<file path="src/rtl/cpu_defs.sv">
// rtl/cpu_defs.sv - shared opcode, state and selector encodings for the multicycle CPU
package cpu_defs;

    localparam logic [5:0] OPC_RTYPE = 6'b000000;
    localparam logic [5:0] OPC_LW    = 6'b100011;
    localparam logic [5:0] OPC_SW    = 6'b101011;
    localparam logic [5:0] OPC_BEQ   = 6'b000100;
    localparam logic [5:0] OPC_J     = 6'b000010;
    localparam logic [5:0] OPC_ADDI  = 6'b001000;

    localparam logic [3:0] ST_FETCH  = 4'd0;
    localparam logic [3:0] ST_DECODE = 4'd1;
    localparam logic [3:0] ST_MEMADR = 4'd2;
    localparam logic [3:0] ST_MEMRD  = 4'd3;
    localparam logic [3:0] ST_MEMWB  = 4'd4;
    localparam logic [3:0] ST_MEMWR  = 4'd5;
    localparam logic [3:0] ST_EXEC   = 4'd6;
    localparam logic [3:0] ST_ALUWB  = 4'd7;
    localparam logic [3:0] ST_BRANCH = 4'd8;
    localparam logic [3:0] ST_JUMP   = 4'd9;
    localparam logic [3:0] ST_ADDIEX = 4'd10;
    localparam logic [3:0] ST_ADDIWB = 4'd11;

    typedef enum logic [3:0] {
        S_FETCH  = ST_FETCH,
        S_DECODE = ST_DECODE,
        S_MEMADR = ST_MEMADR,
        S_MEMRD  = ST_MEMRD,
        S_MEMWB  = ST_MEMWB,
        S_MEMWR  = ST_MEMWR,
        S_EXEC   = ST_EXEC,
        S_ALUWB  = ST_ALUWB,
        S_BRANCH = ST_BRANCH,
        S_JUMP   = ST_JUMP,
        S_ADDIEX = ST_ADDIEX,
        S_ADDIWB = ST_ADDIWB
    } state_t;

    // ALU-B operand mux selector
    localparam logic [1:0] ALUSRCB_REG    = 2'b00;
    localparam logic [1:0] ALUSRCB_FOUR   = 2'b01;
    localparam logic [1:0] ALUSRCB_IMM    = 2'b10;
    localparam logic [1:0] ALUSRCB_IMMSH2 = 2'b11;

    // next-PC mux selector
    localparam logic [1:0] PCSRC_ALU    = 2'b00;
    localparam logic [1:0] PCSRC_ALUOUT = 2'b01;
    localparam logic [1:0] PCSRC_JUMP   = 2'b10;

    localparam logic [1:0] ALUOP_ADD   = 2'b00;
    localparam logic [1:0] ALUOP_SUB   = 2'b01;
    localparam logic [1:0] ALUOP_FUNCT = 2'b10;

endpackage

</file>
<file path="src/rtl/multicycle_control.sv">
// rtl/multicycle_control.sv - Moore control FSM stepping instructions through the multicycle datapath
module multicycle_control
    import cpu_defs::*;
#(
    parameter logic [5:0] OP_RTYPE = OPC_RTYPE,
    parameter logic [5:0] OP_LW    = OPC_LW,
    parameter logic [5:0] OP_SW    = OPC_SW,
    parameter logic [5:0] OP_BEQ   = OPC_BEQ,
    parameter logic [5:0] OP_J     = OPC_J,
    parameter logic [5:0] OP_ADDI  = OPC_ADDI
) (
    input  logic       clk,
    input  logic       rst,
    input  logic [5:0] Op,
    input  logic       Zero,
    output logic       PCWrite,
    output logic       PCWriteCond,
    output logic       PCEn,
    output logic       IorD,
    output logic       MemRead,
    output logic       MemWrite,
    output logic       IRWrite,
    output logic       RegWrite,
    output logic       RegDst,
    output logic       MemtoReg,
    output logic       ALUSrcA,
    output logic [1:0] ALUSrcB,
    output logic [1:0] PCSource,
    output logic [1:0] ALUOp,
    output logic [3:0] State
);

    state_t state;
    state_t next_state;

    always_ff @(posedge clk or posedge rst) begin
        if (rst) begin
            state <= S_FETCH;
        end else begin
            state <= next_state;
        end
    end

    always_comb begin
        next_state  = S_FETCH;
        PCWrite     = 1'b0;
        PCWriteCond = 1'b0;
        IorD        = 1'b0;
        MemRead     = 1'b0;
        MemWrite    = 1'b0;
        IRWrite     = 1'b0;
        RegWrite    = 1'b0;
        RegDst      = 1'b0;
        MemtoReg    = 1'b0;
        ALUSrcA     = 1'b0;
        ALUSrcB     = ALUSRCB_REG;
        PCSource    = PCSRC_ALU;
        ALUOp       = ALUOP_ADD;

        case (state)
            S_FETCH: begin
                MemRead    = 1'b1;
                IRWrite    = 1'b1;
                ALUSrcB    = ALUSRCB_FOUR;
                PCWrite    = 1'b1;
                next_state = S_DECODE;
            end
            S_DECODE: begin
                // branch target is precomputed here so BRANCH only has to compare
                ALUSrcB = ALUSRCB_IMMSH2;
                if (Op == OP_LW || Op == OP_SW) next_state = S_MEMADR;
                else if (Op == OP_RTYPE)        next_state = S_EXEC;
                else if (Op == OP_BEQ)          next_state = S_BRANCH;
                else if (Op == OP_J)            next_state = S_JUMP;
                else if (Op == OP_ADDI)         next_state = S_ADDIEX;
                else                            next_state = S_FETCH;
            end
            S_MEMADR: begin
                ALUSrcA    = 1'b1;
                ALUSrcB    = ALUSRCB_IMM;
                next_state = (Op == OP_LW) ? S_MEMRD : S_MEMWR;
            end
            S_MEMRD: begin
                MemRead    = 1'b1;
                IorD       = 1'b1;
                next_state = S_MEMWB;
            end
            S_MEMWB: begin
                RegWrite = 1'b1;
                MemtoReg = 1'b1;
            end
            S_MEMWR: begin
                MemWrite = 1'b1;
                IorD     = 1'b1;
            end
            S_EXEC: begin
                ALUSrcA    = 1'b1;
                ALUOp      = ALUOP_FUNCT;
                next_state = S_ALUWB;
            end
            S_ALUWB: begin
                RegWrite = 1'b1;
                RegDst   = 1'b1;
            end
            S_BRANCH: begin
                ALUSrcA     = 1'b1;
                ALUOp       = ALUOP_SUB;
                PCWriteCond = 1'b1;
                PCSource    = PCSRC_ALUOUT;
            end
            S_JUMP: begin
                PCWrite  = 1'b1;
                PCSource = PCSRC_JUMP;
            end
            S_ADDIEX: begin
                ALUSrcA    = 1'b1;
                ALUSrcB    = ALUSRCB_IMM;
                next_state = S_ADDIWB;
            end
            S_ADDIWB: begin
                RegWrite = 1'b1;
            end
            default: begin
                next_state = S_FETCH;
            end
        endcase
    end

    assign PCEn  = PCWrite | (PCWriteCond & Zero);
    assign State = state;

endmodule

</file>
<file path="config.mk">
export PLATFORM = sky130hd
export DESIGN_NAME = multicycle_control
export DESIGN_NICKNAME = d
export VERILOG_FILES = /design/src/rtl/cpu_defs.sv /design/src/rtl/multicycle_control.sv
export SDC_FILE = /design/constraint.sdc
export NUM_CORES = 1
export LEC_CHECK = 0
export CAP_MARGIN = 40
export CORE_MARGIN = 2
export CORE_UTILIZATION = 25
export DETAILED_ROUTE_END_ITERATION = 12
export DONT_BUFFER_PORTS = 1
export GPL_TIMING_DRIVEN = 0
export HOLD_SLACK_MARGIN = 0.06
export SLEW_MARGIN = 5
export SYNTH_ARGS = -nofsm -noshare
export SYNTH_HDL_FRONTEND = slang
export SYNTH_SLANG_ARGS = --single-unit
</file>
<file path="constraint.sdc">
create_clock -name clk -period 1.35 [get_ports clk]
set_clock_uncertainty 0.1 [all_clocks]
set_input_delay 0.135 -clock clk [delete_from_list [all_inputs] [get_ports clk]]
set_output_delay 0.135 -clock clk [all_outputs]
set_load 0.05 [all_outputs]
</file>
# After elaboration in Yosys (flattened, before gate mapping)
# Index checks and enable logic that the tools add are counted.
# word_totals
output_inout_bits,21
ff_bits,4
# op_classes
bitwise,2
mux,20
eq_ne,16
n_reduce_logical,9
# op_table
operator,count
$pmux 4 s6,1
$mux 4,5
$eq 4x3->1 const B,4
$eq 4x4->1 const B,4
$eq 6x6->1 const B,2
$mux 1,10
$eq 4x2->1 const B,2
$pmux 2 s2,2
$reduce_or 2->1,4
$eq 6x2->1 const B,1
$eq 6x3->1 const B,1
$eq 6x4->1 const B,1
$logic_not 6->1,1
$pmux 2 s3,1
$eq 4x1->1 const B,1
$logic_not 4->1,1
$reduce_or 4->1,1
$mux 3,1
$reduce_or 3->1,1
$and 1x1->1,1
$logic_or 1x1->1,1
$or 1x1->1,1

# Depth between registers and ports, before layout
# depth
word_depth,7
ltp_mapped,4
ltp_nobuf,3

# Least setup slack after synthesis
# No wires, ideal clock.
# synth_path
path_kind,reg-to-output
startpoint,reg state[3] (netlist: State[3])
endpoint,out PCSource[0]
required_ps,1115
slack_ps,-1358
arrival_ps,2473
stages_incl_launch_ff,5
path_buffers,2
cell_sequence,dfrtp_1 > buf_4 > nand2b_1 > nor3_1 > buf_4
# synth_via
elab_chain_cells,2
elab_cells_between_ends,3
classes_between,2 x eq/ne; 1 x mux
# synth_rtl
item,line_no,text
from (decl),multicycle_control.sv:33,state_t state;
from (signal assigned),multicycle_control.sv:40,state <= next_state;
$eq 4x4->1,multicycle_control.sv:60,case (state)
$pmux 2 s2 *,multicycle_control.sv:60,
to (decl),multicycle_control.sv:28,"output logic [1:0] PCSource,"
# Every way passes the cells marked *; elsewhere a longest branch is shown, timed or not.

# Worst setup path after layout
# layout_path
startpoint,reg state[2] (netlist: State[2])
endpoint,out RegWrite
# layout_via
elab_chain_cells,3
elab_cells_between_ends,5
classes_between,3 x eq/ne; 1 x mux; 1 x reduce/logical
# layout_rtl
item,line_no,text
$eq 4x3->1 or $eq 4x4->1 (tied branches),multicycle_control.sv:60,
$reduce_or 3->1 (no source line) *,--,
$mux 1 *,multicycle_control.sv:60,
to (decl),multicycle_control.sv:23,"output logic RegWrite,"
# Marks and branches as above.

==> flow_metrics.py <==
metrics = {
    "status": {
        "status": "finished, violations left",
        "violations": "negative setup slack",
    },
    "power": {
        "p_total_mw": 1.49,
        "power_density_nw_per_um2": 1510,
        "power.switching_mw": 0.879,
        "peakVddDrop_mv": 0.722,
        "swShare_pct": 59.0,
        "clockPowerShare_pct": 10.0,
        "p_seq_share_pct": 19.6,
        "leakage_nw": 0.358,
        "share_comb_of_total_power_pct": 70.4,
        "internal-power_mw": 0.612,
    },
    "synth": {
        "synth-seq-cells": 4,
        "syn_inst": 67,
        "avgSynthCellArea_um2": 7.19,
        "syn_area_um2": 482,
        "ys_seq_area_share_pct": 20.8,
        "synth.distinct_cells": 27,
        "ys.warnings.count": 0,
        "syn_nets": 76,
    },
    "grt": {
        "antenna_found_initial": 0,
        "track_usage_pct": 15.6,
        "grt_max_degree": 11,
        "grt-ovfl-total": 0,
        "grt_pass1_vias": 534,
        "grt_pass1_wl_mm": 2.44,
    },
    "setup_path": {
        "arrival_ps": 1870,
        "endpoint": "RegWrite",
        "slowest_delay_ps": 540,
        "critPathBufInv": 0,
        "reg2reg_depth": 5,
        "r2r-start": "State[2]$_DFF_PP0_",
        "crit_family": "simple AND/OR/NAND/NOR gates",
        "timing.rr.end": "State[0]$_DFF_PP0_",
        "rrSetupSlack_ps": -180,
        "required_ps": 1120,
        "endpoint_kind": "primary output",
        "cp.depth": 3,
        "crit_type": "register to primary output",
        "cp_max_fo": 6,
        "critical_path.cell_chain": "or2b_4, nor3_4, or2_4",
        "slowest_stage": "dfrtp_2",
        "critPathLaunch": "State[2]$_DFF_PP0_",
        "cp-start-kind": "register",
    },
    "final_layout": {
        "layout_common_cells": "nor2_4, buf_6, dlygate4sd3_1",
        "final_util_pct": 55.9,
        "stdcell_area_um2": 986,
        "num-nets-final": 98,
        "area_delta_synth_final_pct": 105,
        "n_antenna_cell": 0,
        "largest_reg_flops": 4,
        "mostFrequentLayoutCell": "nor2_4",
        "layout-drive-gt1-share_pct": 59.8,
        "final_cells": 112,
    },
    "routing": {
        "vias": 580,
        "drt-total-wl_mm": 1.55,
        "ant_nets": 0,
        "drc": 0,
        "wire_per_inst_um": 13.8,
        "drt_iter0_markers": 4,
        "vias_per_cell": 5.18,
        "first_pass_iters": 4,
    },
    "floorplan": {
        "coreArea_um2": 1760,
        "start_util_pct": 27.3,
        "ioPinCount": 30,
        "die_y_um": 47.9,
        "die_w_um": 47.9,
        "die-area_um2": 2290,
        "row_count": 15,
    },
    "clock_tree": {
        "cts.path.max_buffers": 2,
        "cts_tree": "built",
        "cts_max_level": 1,
        "path_clk_slew_ps": 40,
        "cts-buffers-inserted": 3,
        "cts.sinks": 4,
        "clock-root-buffer": "clkbuf_4",
        "clock_latency_ps": 240,
    },
    "flow_run": {
        "max_cap_viol_count": 0,
    },
    "sta": {
        "grt_setup_unrepaired": "yes",
        "relSlewSlack_pct": 47.4,
        "fin_crit_ps": 2110,
        "worst_slack_ps": -757,
        "worst_pin_slew_ps": 789,
        "report.final.slew_viol_count": 0,
        "fin_setup_tns_ps": -9380,
        "setup_viol": 21,
        "final-hold-violation-count": 0,
        "fmax_ghz": 0.475,
        "min_period_over_period_pct": 156,
    },
    "place": {
        "numPlacedInstances": 93,
        "place_area_um2": 702,
        "dp_hpwl_mm": 1.09,
        "portBuffers": 0,
        "place_congestion": 0.769,
    },
    "hold_path": {
        "min_path_type": "primary input to register",
    },
}
==> metrics by stage <==
step / hold WS, ps / setup WS, ps
6_report: 73.2 / -757
5_1_grt: 95.7 / -823
4_1_cts: 67.3 / -776
3_5_place_dp: -176 / -624
3_3_place_gp: -191 / -607
2_1_floorplan: -199 / -541
==> Yosys cell counts, drive strengths merged <==
| library cell | instances | area (um2) |
|---|---|---|
| o21ai | 5 | 25.0 |
| a21boi | 2 | 15.0 |
| xor2 | 3 | 26.3 |
| a21oi | 2 | 10.0 |
| nor2b | 2 | 12.5 |
| nand2 | 4 | 15.0 |
| inv | 2 | 7.51 |
| nand4bb | 1 | 11.3 |
| a2111oi | 1 | 15.0 |
| nor2 | 8 | 30.0 |
| o311ai | 1 | 8.76 |
| o21bai | 1 | 7.51 |
| or2 | 3 | 18.8 |
| and3 | 2 | 12.5 |
| dfrtp | 4 | 100 |
| or2b | 1 | 7.51 |
| nand2b | 4 | 25.0 |
| a22o | 1 | 8.76 |
| or3 | 1 | 6.26 |
| a211oi | 1 | 7.51 |
| buf | 5 | 37.5 |
| nand3 | 3 | 15.0 |
| nor4 | 2 | 12.5 |
| nor3 | 7 | 40.0 |
| o22ai | 1 | 6.26 |
==> routing by layer <==
metal | vias to the layer above | part of all wire, % | global-route usage (%)
met4 | 0 | 1.2 | 6.49
met3 | 2 | 5.3 | 2.64
met5 | - | 0 | 0
met2 | 24 | 52 | 28.3
met1 | 275 | 42 | 17.9
li1 | 279 | - | -
==> power by group through the flow <==
stage / combinational, mW / sequential (mW) / clock [mW]
4_1_cts: 1.03 / 0.295 / 0.155
6_report: 1.05 / 0.293 / 0.149
5_1_grt: 1.10 / 0.299 / 0.163
3_3_place_gp: 0.929 / 0.287 / 0
2_1_floorplan: 0.875 / 0.269 / 0
3_5_place_dp: 0.934 / 0.286 / 0
==> area by class of cell <==
type | count | area [um2]
clock buffers | 3 | 22.5
fillers | 174 | 778
multi-input cells | 56 | 563
plain buffers | 5 | 65.1
repair buffers | 17 | 184
well taps | 25 | 31.3
inverters | 2 | 10.0
flip-flops and latches | 4 | 110
==> cell families (layout without fill, tap and decap cells) <==
kind of cell	Yosys count	in the layout	share of synthesized area [%]
XOR/XNOR	3	3	5.46
AND/OR/NAND/NOR	38	38	42.9
AO/OA/AOI/OAI	15	15	21.6
buffers and inverters	7	27	9.35
flip-flops	4	4	20.8
==> what timing repair did <==
action,in CTS,in global routing
endpoints found under the setup margin,21,21
gates resized for setup,23,6
hold endpoints to repair,8,0
pin swaps,15,7
hold buffers,7,0
buffers inserted,7,2
==> how the worst min path moves through the flow <==
stage | start | end | cells past startpoint
global placement | rst | State[0]$_DFF_PP0_ | 1
finish | Op[0] | State[1]$_DFF_PP0_ | 3
detailed placement | rst | State[0]$_DFF_PP0_ | 1
CTS | Op[0] | State[1]$_DFF_PP0_ | 3
global route | Op[4] | State[1]$_DFF_PP0_ | 2
floorplan | rst | State[0]$_DFF_PP0_ | 1
==> worst register-to-register path: cells and delay by family (launching register included) <==
kind | cells | cell delay (ps)
DFF | 1 | 540
buffers and inverters | 2 | 430
AOI/OAI and AO/OA | 2 | 260
and+or+nand+nor | 1 | 70
Note: power is estimated with default switching activity, not from simulation.
